### config.mk
export PLATFORM = sky130hd
export DESIGN_NAME = demux_route
export DESIGN_NICKNAME = d
export VERILOG_FILES = /design/src/rtl/demux_pkg.sv /design/src/rtl/demux_slot.sv /design/src/rtl/demux_route.sv
export SDC_FILE = /design/constraint.sdc
export NUM_CORES = 1
export LEC_CHECK = 0
export ABC_AREA = 1
export BUFFER_PORTS_ARGS = -buffer_cell sky130_fd_sc_hd__buf_2
export CAP_MARGIN = 0
export CORE_ASPECT_RATIO = 0.7
export CORE_MARGIN = 5
export CORE_UTILIZATION = 54
export CTS_BUF_LIST = sky130_fd_sc_hd__clkbuf_2
export CTS_CLUSTER_SIZE = 30
export DETAILED_ROUTE_END_ITERATION = 10
export GPL_TIMING_DRIVEN = 0
export PLACE_DENSITY = 0.95
export SLEW_MARGIN = 20
export SYNTH_ARGS = -nofsm -noshare
export SYNTH_HDL_FRONTEND = slang
export SYNTH_SLANG_ARGS = --single-unit
### constraint.sdc
create_clock -name clk -period 3.1 [get_ports clk]
set_input_delay 0.62 -clock clk [delete_from_list [all_inputs] [get_ports clk]]
set_output_delay 0.62 -clock clk [all_outputs]
set_load 0.02 [all_outputs]
### src/rtl/demux_pkg.sv
// Shared types and helpers for the demux_route stream demultiplexer.
package demux_pkg;

  localparam int ERR_CNT_W = 8;

  // Occupancy of a one-entry output slot.
  typedef enum logic {
    SLOT_EMPTY = 1'b0,
    SLOT_FULL  = 1'b1
  } slot_fill_e;

  // Select width for n destinations; never narrower than one bit.
  function automatic int sel_width(input int n);
    return (n > 1) ? $clog2(n) : 1;
  endfunction

endpackage

### src/rtl/demux_slot.sv
// One-entry output buffer: registered output, 1 cycle latency, accepts a load
// while draining so a ready consumer sees full rate.
module demux_slot
  import demux_pkg::*;
#(
  parameter int WIDTH = 8
) (
  input  logic             clk,
  input  logic             rst_n,
  input  logic             load,
  input  logic [WIDTH-1:0] load_data,
  input  logic             drain_ready,
  output logic             valid,
  output logic [WIDTH-1:0] data,
  output logic             can_accept
);

  typedef struct packed {
    slot_fill_e       fill;
    logic [WIDTH-1:0] data;
  } slot_state_t;

  slot_state_t r_state;

  always_ff @(posedge clk or negedge rst_n) begin
    if (!rst_n) begin
      r_state <= '{fill: SLOT_EMPTY, data: '0};
    end else if (load) begin
      r_state.fill <= SLOT_FULL;
      r_state.data <= load_data;
    end else if ((r_state.fill == SLOT_FULL) && drain_ready) begin
      r_state.fill <= SLOT_EMPTY;
    end
  end

  assign valid      = (r_state.fill == SLOT_FULL);
  assign data       = r_state.data;
  // Bypass-on-drain: a slot being emptied this cycle can take the next beat.
  assign can_accept = (r_state.fill == SLOT_EMPTY) || drain_ready;

endmodule

### src/rtl/demux_route.sv
// 1-to-N demux: input >> SHIFT steered to a one-entry slot per port, 1 cycle latency.
// in_ready follows the selected slot; out-of-range selects never stall and are counted.
module demux_route
  import demux_pkg::*;
#(
  parameter int WIDTH = 8,
  parameter int N_OUT = 3,
  parameter int SHIFT = 3,
  parameter int SEL_W = sel_width(N_OUT)
) (
  input  logic                   clk,
  input  logic                   rst_n,
  input  logic                   in_valid,
  output logic                   in_ready,
  input  logic [WIDTH-1:0]       in_data,
  input  logic [SEL_W-1:0]       in_sel,
  output logic [N_OUT-1:0]       out_valid,
  input  logic [N_OUT-1:0]       out_ready,
  output logic [N_OUT*WIDTH-1:0] out_data,
  output logic                   err_pulse,
  output logic [ERR_CNT_W-1:0]   err_count
);

  localparam int SEL_SPAN = 1 << SEL_W;

  logic [WIDTH-1:0]    w_shifted;
  logic [N_OUT-1:0]    w_can_accept;
  logic [N_OUT-1:0]    w_load;
  logic [SEL_SPAN-1:0] w_ready_span;
  logic                w_sel_ok;
  logic                w_accept;

  logic                 r_err_pulse;
  logic [ERR_CNT_W-1:0] r_err_count;

  assign w_shifted = in_data >> SHIFT;
  assign w_sel_ok  = (int'(in_sel) < N_OUT);

  // Unused select codes read as ready so a bad destination is always swallowed.
  always_comb begin
    w_ready_span             = '1;
    w_ready_span[N_OUT-1:0]  = w_can_accept;
  end

  assign in_ready = w_ready_span[in_sel];
  assign w_accept = in_valid && in_ready;

  for (genvar k = 0; k < N_OUT; k++) begin : g_slot
    assign w_load[k] = w_accept && w_sel_ok && (int'(in_sel) == k);

    demux_slot #(
      .WIDTH(WIDTH)
    ) u_slot (
      .clk        (clk),
      .rst_n      (rst_n),
      .load       (w_load[k]),
      .load_data  (w_shifted),
      .drain_ready(out_ready[k]),
      .valid      (out_valid[k]),
      .data       (out_data[k*WIDTH +: WIDTH]),
      .can_accept (w_can_accept[k])
    );
  end

  always_ff @(posedge clk or negedge rst_n) begin
    if (!rst_n) begin
      r_err_pulse <= 1'b0;
      r_err_count <= '0;
    end else begin
      r_err_pulse <= w_accept && !w_sel_ok;
      if (w_accept && !w_sel_ok && (r_err_count != '1)) begin
        r_err_count <= r_err_count + 1'b1;
      end
    end
  end

  assign err_pulse = r_err_pulse;
  assign err_count = r_err_count;

endmodule
==> flow_summary.ini, run 1 <==
[status]
status = completed

[placement]
port_buffers = 40
place.detailed.hpwl_mm = 2.305
pre_cts_slack_ps = 925.3
globalplace.congestion = 0.7826

[routing]
route.detailed.drc = 0
antenna_left = 0
routed_wl_mm = 2.859
wl_per_cell_um = 11.91
routed-via-count = 1103
vias_per_cell = 4.596
drt_pass1_iterations = 4
drt_iter0_drc = 72

[synth]
netlist-cell-type-count = 23
ys_warn_count = 0
avgSynthCellArea_um2 = 8.750
syn_area_um2 = 1348
ys_seq_area_frac = 0.5014
syn_inst = 154
synth-seq-cells = 27

[timing]
rsz0062_at_grt = no
finalCritPeriodShare = 0.7012
hold_violations = 0
finClkSkew_ps = 12.19
finalSetupViolations = 0
fmax_ghz = 0.4601
setup_tns_ps = 0
max_slew_margin = 0.6175
worstMarginPinSlew_ps = 573.7
period_minus_slack_ps = 2174
drv_slew = 0
setup_ws_ps = 926.4

[critical_path]
slowest_stage = dfrtp_1
cp-start-kind = flop
cp_top_family = simple AND/OR/NAND/NOR gates
r2r_slack_ps = 1590
worstPathArrival_ps = 1550
crit_buf_inv = 2
path_class = reg2out
r2r_end = err_count[5]
cp_cell_sequence = nand2_1, nor2_8, nor2_4, buf_8, buf_2
end_kind = primary output
reg2reg_depth = 8
crit_fanout = 10
required_ps = 2480
r2r_start = err_count[0]
cpPeakStageDelay_ps = 440

[global_routing]
antenna_found_initial = 0
grt_max_degree = 28
grt_pass1_wl_mm = 4.864
track_usage = 0.1722
overflow = 0
grt_pass1_vias = 1086

[floorplan]
rows = 15
die_w_um = 69.71
ioPinCount = 53
dieArea_um2 = 3610
start_util = 0.5566
coreArea_um2 = 2421
die_y_um = 51.80

[clock_network]
cts_sinks = 27
ctsHoldBuffers = 0
cts-root-buf = clkbuf_2
clkTransAtPathRegs_ps = 240
cts_setup_buffers = 0
cts_resized = 0
worstSkewPairLatency_ps = 360
cts_inserted_buffers = 3
htree_num_levels = 1
cts_buffer_depth = 2
cts_tree = yes

[run]
drv_cap = 0

[pwr]
p_per_area_nw_per_um2 = 557.1
leakagePower_nw = 0.9547
p_total_w = 0.0009138
ir_drop_v = 0.0002954

[hold_path]
hold_class = in2async

[finish]
syn2layout_area_growth_pct = 21.73
nets = 224
drive_gt1_frac = 0.3301
antennaDiodeCount = 0
-- metal layers --
| metal | track usage | vias up | wire length (um) |
|---|---|---|---|
| met5 | 0 | - | 0 |
| met4 | 0.04777 | 0 | 49 |
| met3 | 0.05405 | 6 | 209 |
| met2 | 0.2864 | 38 | 1281 |
| met1 | 0.2202 | 485 | 1319 |
| li1 | - | 574 | - |
-- worst register-to-register path, cell delays in order (launching register included) --
cell,delay (ps)
dfrtp_1,450
ha_1,220
nand3_1,150
nor2_2,150
nand2_1,60
nand2_1,100
buf_4,190
nand2_1,70
o21ai_1,70
-- cell type report --
cell class / instances / area (um2)
Multi-Input combinational cell: 106 / 531.8
Buffer: 16 / 121.4
Clock buffer: 4 / 20.02
Sequential cell: 27 / 675.6
Inverter: 13 / 48.80
Fill cell: 200 / 780.7
Timing Repair Buffer: 40 / 200.2
Tap cell: 34 / 42.54
-- placed cells by master (no fill, tap or decap) --
cell	Yosys	routed
nand4_1	11	11
nand2_1	51	51
buf_8	1	1
inv_2	1	1
ha_1	1	1
nor2_1	5	5
clkbuf_2	0	4
nor2_2	3	3
nor2_8	1	1
o21ai_0	6	6
nor2_4	1	1
nand2_2	1	1
dfrtp_1	27	27
buf_4	13	13
a21boi_0	1	1
conb_1	1	9
inv_1	11	11
nand3_2	2	2
xnor2_1	6	6
clkbuf_1	1	1
o21ai_1	5	5
clkinv_1	1	1
nand3_1	3	3
buf_2	1	41
-- through the flow --
step	cells	area (um2)	utilization	hold slack [ps]
after floorplan	162	1378	-	324.4
after global placement	236	1620	0.6693	451.3
after detailed placement	236	1620	0.6693	458.1
after CTS	240	1640	0.6775	230.0
after global routing	240	1640	0.6775	249.7
final	240	1640	0.6775	203.6
-- worst max-delay path by stage --
stage | from | to | cells after the start
detailed placement | in_sel[0] | in_ready | 7
global placement | in_sel[0] | in_ready | 7
floorplan | in_sel[0] | in_ready | 6
global route | in_sel[0] | in_ready | 7
CTS | g_slot[2].u_slot.valid | in_ready | 5
finish | g_slot[2].u_slot.valid | in_ready | 5
-- power by group --
part           internal, W  switching (W)  total (W)
registers         0.000416      0.0000507   0.000466
clock network    0.0000341      0.0000991   0.000133
logic             0.000116       0.000199   0.000314
total             0.000565       0.000348   0.000914
-- logic make-up after synthesis --
family                   synth area share
AO/OA/AOI/OAI                     0.04643
other                            0.002783
adder cells (fa/ha/maj)          0.009284
AND/OR/NAND/NOR                    0.2748
XOR/XNOR                          0.03900
flip-flops                         0.5014
buffers and inverters              0.1263
-- cell usage after synthesis --
cell | number | area, um2
xnor2_1 | 6 | 52.55
buf_4 | 13 | 97.59
nor2_1 | 5 | 18.77
nand2_1 | 51 | 191.4
buf_2 | 1 | 5.000
nor2_2 | 3 | 18.77
nand3_2 | 2 | 20.02
nor2_8 | 1 | 20.02
inv_2 | 1 | 3.750
nand2_2 | 1 | 6.260
o21ai_0 | 6 | 30.03
ha_1 | 1 | 12.51
nor2_4 | 1 | 11.26
o21ai_1 | 5 | 25.02
conb_1 | 1 | 3.750
dfrtp_1 | 27 | 675.7
inv_1 | 11 | 41.29
a21boi_0 | 1 | 7.510
clkbuf_1 | 1 | 3.750
clkinv_1 | 1 | 3.750
buf_8 | 1 | 15.01
nand4_1 | 11 | 68.82
nand3_1 | 3 | 15.01
-- sequential cells by signal, summed over array words and instances, names as in the netlist --
name and flops:
g_slot.u_slot.data 15, err_count 8, g_slot.u_slot.valid 3, err_pulse 1
Note: power is estimated with default switching activity, not from simulation.
==> run 2, diff against run 1 <==
--- a/config.mk
+++ b/config.mk
@@ -10,12 +10,12 @@
 export CAP_MARGIN = 0
 export CORE_ASPECT_RATIO = 0.7
 export CORE_MARGIN = 5
-export CORE_UTILIZATION = 54
+export CORE_UTILIZATION = 45
 export CTS_BUF_LIST = sky130_fd_sc_hd__clkbuf_2
 export CTS_CLUSTER_SIZE = 30
 export DETAILED_ROUTE_END_ITERATION = 10
 export GPL_TIMING_DRIVEN = 0
-export PLACE_DENSITY = 0.95
+export PLACE_DENSITY = 0.87
 export SLEW_MARGIN = 20
 export SYNTH_ARGS = -nofsm -noshare
 export SYNTH_HDL_FRONTEND = slang
==> constraint.sdc (replaced) <==
create_clock -name clk -period 1.8 [get_ports clk]
set_input_delay 0.36 -clock clk [delete_from_list [all_inputs] [get_ports clk]]
set_output_delay 0.36 -clock clk [all_outputs]
set_load 0.02 [all_outputs]
==> run 2 against run 1 <==
Compared with the run above: via count rose by 3.5%; first-iteration DRC count fell by 4.2%; non-clock buffer count rose by 7; worst hold slack got worse by 71 ps; combinational power rose by 78%; wire length rose by 9.2%; sequential share of layout area fell by 2.0 points; sequential power rose by 72%; setup slack got worse by 890 ps; core utilization fell by 7.1 points; power rose by 75%; critical path type unchanged; largest cell class unchanged.
==> flow_summary.ini, run 2 (synthesized netlist as in run 1, its figures left out) <==
[finish]
instances_no_fill = 249
final_cell_mix = 50 x nand2_1, 40 x buf_2, 27 x dfrtp_1
syn2layout_area_growth_pct = 27.95
antennaDiodeCount = 0
regMostFlops = g_slot.u_slot.data
post-route-util = 0.6065
final_common_cell = nand2_1
largest_reg_flops = 15
drive_gt1_frac = 0.3521
nets = 231

[critical_path]
r2r_slack_ps = 340
cp_cell_sequence = inv_1, nor2_1, nand2_1, nand2_2, nor2_4, buf_8, buf_6
slowest_stage = dfrtp_1
cp_top_family = flip-flops
cp-start-kind = flop
path_class = reg2out
required_ps = 1440
cpPeakStageDelay_ps = 430
crit_fanout = 5
worstPathArrival_ps = 1400
end_kind = primary output
crit_buf_inv = 3

[global_routing]
track_usage = 0.1464
grt_pass1_wl_mm = 4.698
grt_pass1_vias = 1039
overflow = 0
grt_max_degree = 28
antenna_found_initial = 0

[timing]
finalSetupViolations = 0
finClkSkew_ps = 19.93
rsz0062_at_grt = yes
period_minus_slack_ps = 1761
fmax_ghz = 0.5677
worst_hold_slack_ps = 132.2
drv_slew = 0
worstMarginPinSlew_ps = 603.2
max_slew_margin = 0.5979
hold_violations = 0
finalCritPeriodShare = 0.9785

[pwr]
leakagePower_nw = 0.9979
p_per_area_nw_per_um2 = 925.2
ir_drop_v = 0.0006694

[placement]
place.detailed.hpwl_mm = 2.364
dp.cells = 238
port_buffers = 40
globalplace.congestion = 0.8320

[clock_network]
clkTransAtPathRegs_ps = 230
cts_inserted_buffers = 3
worstSkewPairLatency_ps = 380
cts_tree = yes
cts_buffer_depth = 2
htree_num_levels = 1
cts_sinks = 27
cts-root-buf = clkbuf_2

[routing]
routed-via-count = 1142
wl_per_cell_um = 12.54
route.detailed.drc = 0
drt_iter0_drc = 69
antenna_left = 0
routed_wl_mm = 3.123
vias_per_cell = 4.586
drt_pass1_iterations = 4

[floorplan]
die_y_um = 55.79
start_util = 0.4740
coreArea_um2 = 2843
die_w_um = 75.41
rows = 16
dieArea_um2 = 4206
ioPinCount = 53

[status]
status = completed

[hold_path]
hold_class = in2reg

[run]
drv_cap = 0
==> run 2: final timing paths <==
kind / end / from / cells after the start
max in group asynchronous: g_slot[0].u_slot.data[3] / rst_n / 2
min: g_slot[0].u_slot.valid / out_ready[0] / 2
min in group asynchronous: g_slot[1].u_slot.data[1] / rst_n / 2
max reg2reg: err_count[5] / err_count[0] / 8
max: in_ready / g_slot[0].u_slot.valid / 7
min reg2reg: g_slot[0].u_slot.data[2] / g_slot[0].u_slot.data[2] / 2
==> run 2: stage by stage <==
step / setup WS (ps) / power (W) / setup TNS, ps / instance area (um2)
floorplan: 377.2 / 0.001164 / 0 / 1378
global placement: 157.3 / 0.001340 / 0 / 1623
detailed placement: 125.7 / 0.001360 / 0 / 1623
CTS: 10.56 / 0.001597 / 0 / 1677
global route: -68.33 / 0.001698 / -68.33 / 1724
finish: 38.64 / 0.001595 / 0 / 1724
==> run 2: what timing repair did <==
item                                    CTS  global route
buffers inserted                          2             3
pin swaps                                 2             1
hold buffers                              1             0
endpoints found under the setup margin    1             1
resized for setup                         3             0
cloned                                    0             1
hold endpoints to repair                 27             0
==> run 2: final cells by class <==
cell class,count,area [um2]
timing repair buffer,47,279.0
fill,246,1119
buffer,16,121.4
inverter,13,48.80
tap,36,45.04
multi-input combinational,106,534.3
clock inverter,1,5.005
clock buffer,3,15.01
sequential,27,675.6
==> run 2: worst reg2reg max path, cell delays in order, from the launching register on <==
cell     delay [ps]
dfrtp_1         460
ha_1            200
nand3_1         140
nor2_2          150
nand2_1          60
nand2_1          90
buf_4           180
nand2_1          60
o21ai_1          60
==> run 2: per-layer routing <==
metal	vias to the layer above	global-route usage	share of wire
met3	5	0.03610	0.071
li1	584	-	-
met5	-	0	0
met4	0	0.05736	0.016
met1	516	0.2018	0.44
met2	37	0.2177	0.47
==> run 2: report_power, final <==
part / total [W] / internal (W) / switching, W
Combinational: 0.000558 / 0.000214 / 0.000345
Sequential: 0.000802 / 0.000716 / 0.0000858
Clock: 0.000235 / 0.0000503 / 0.000185
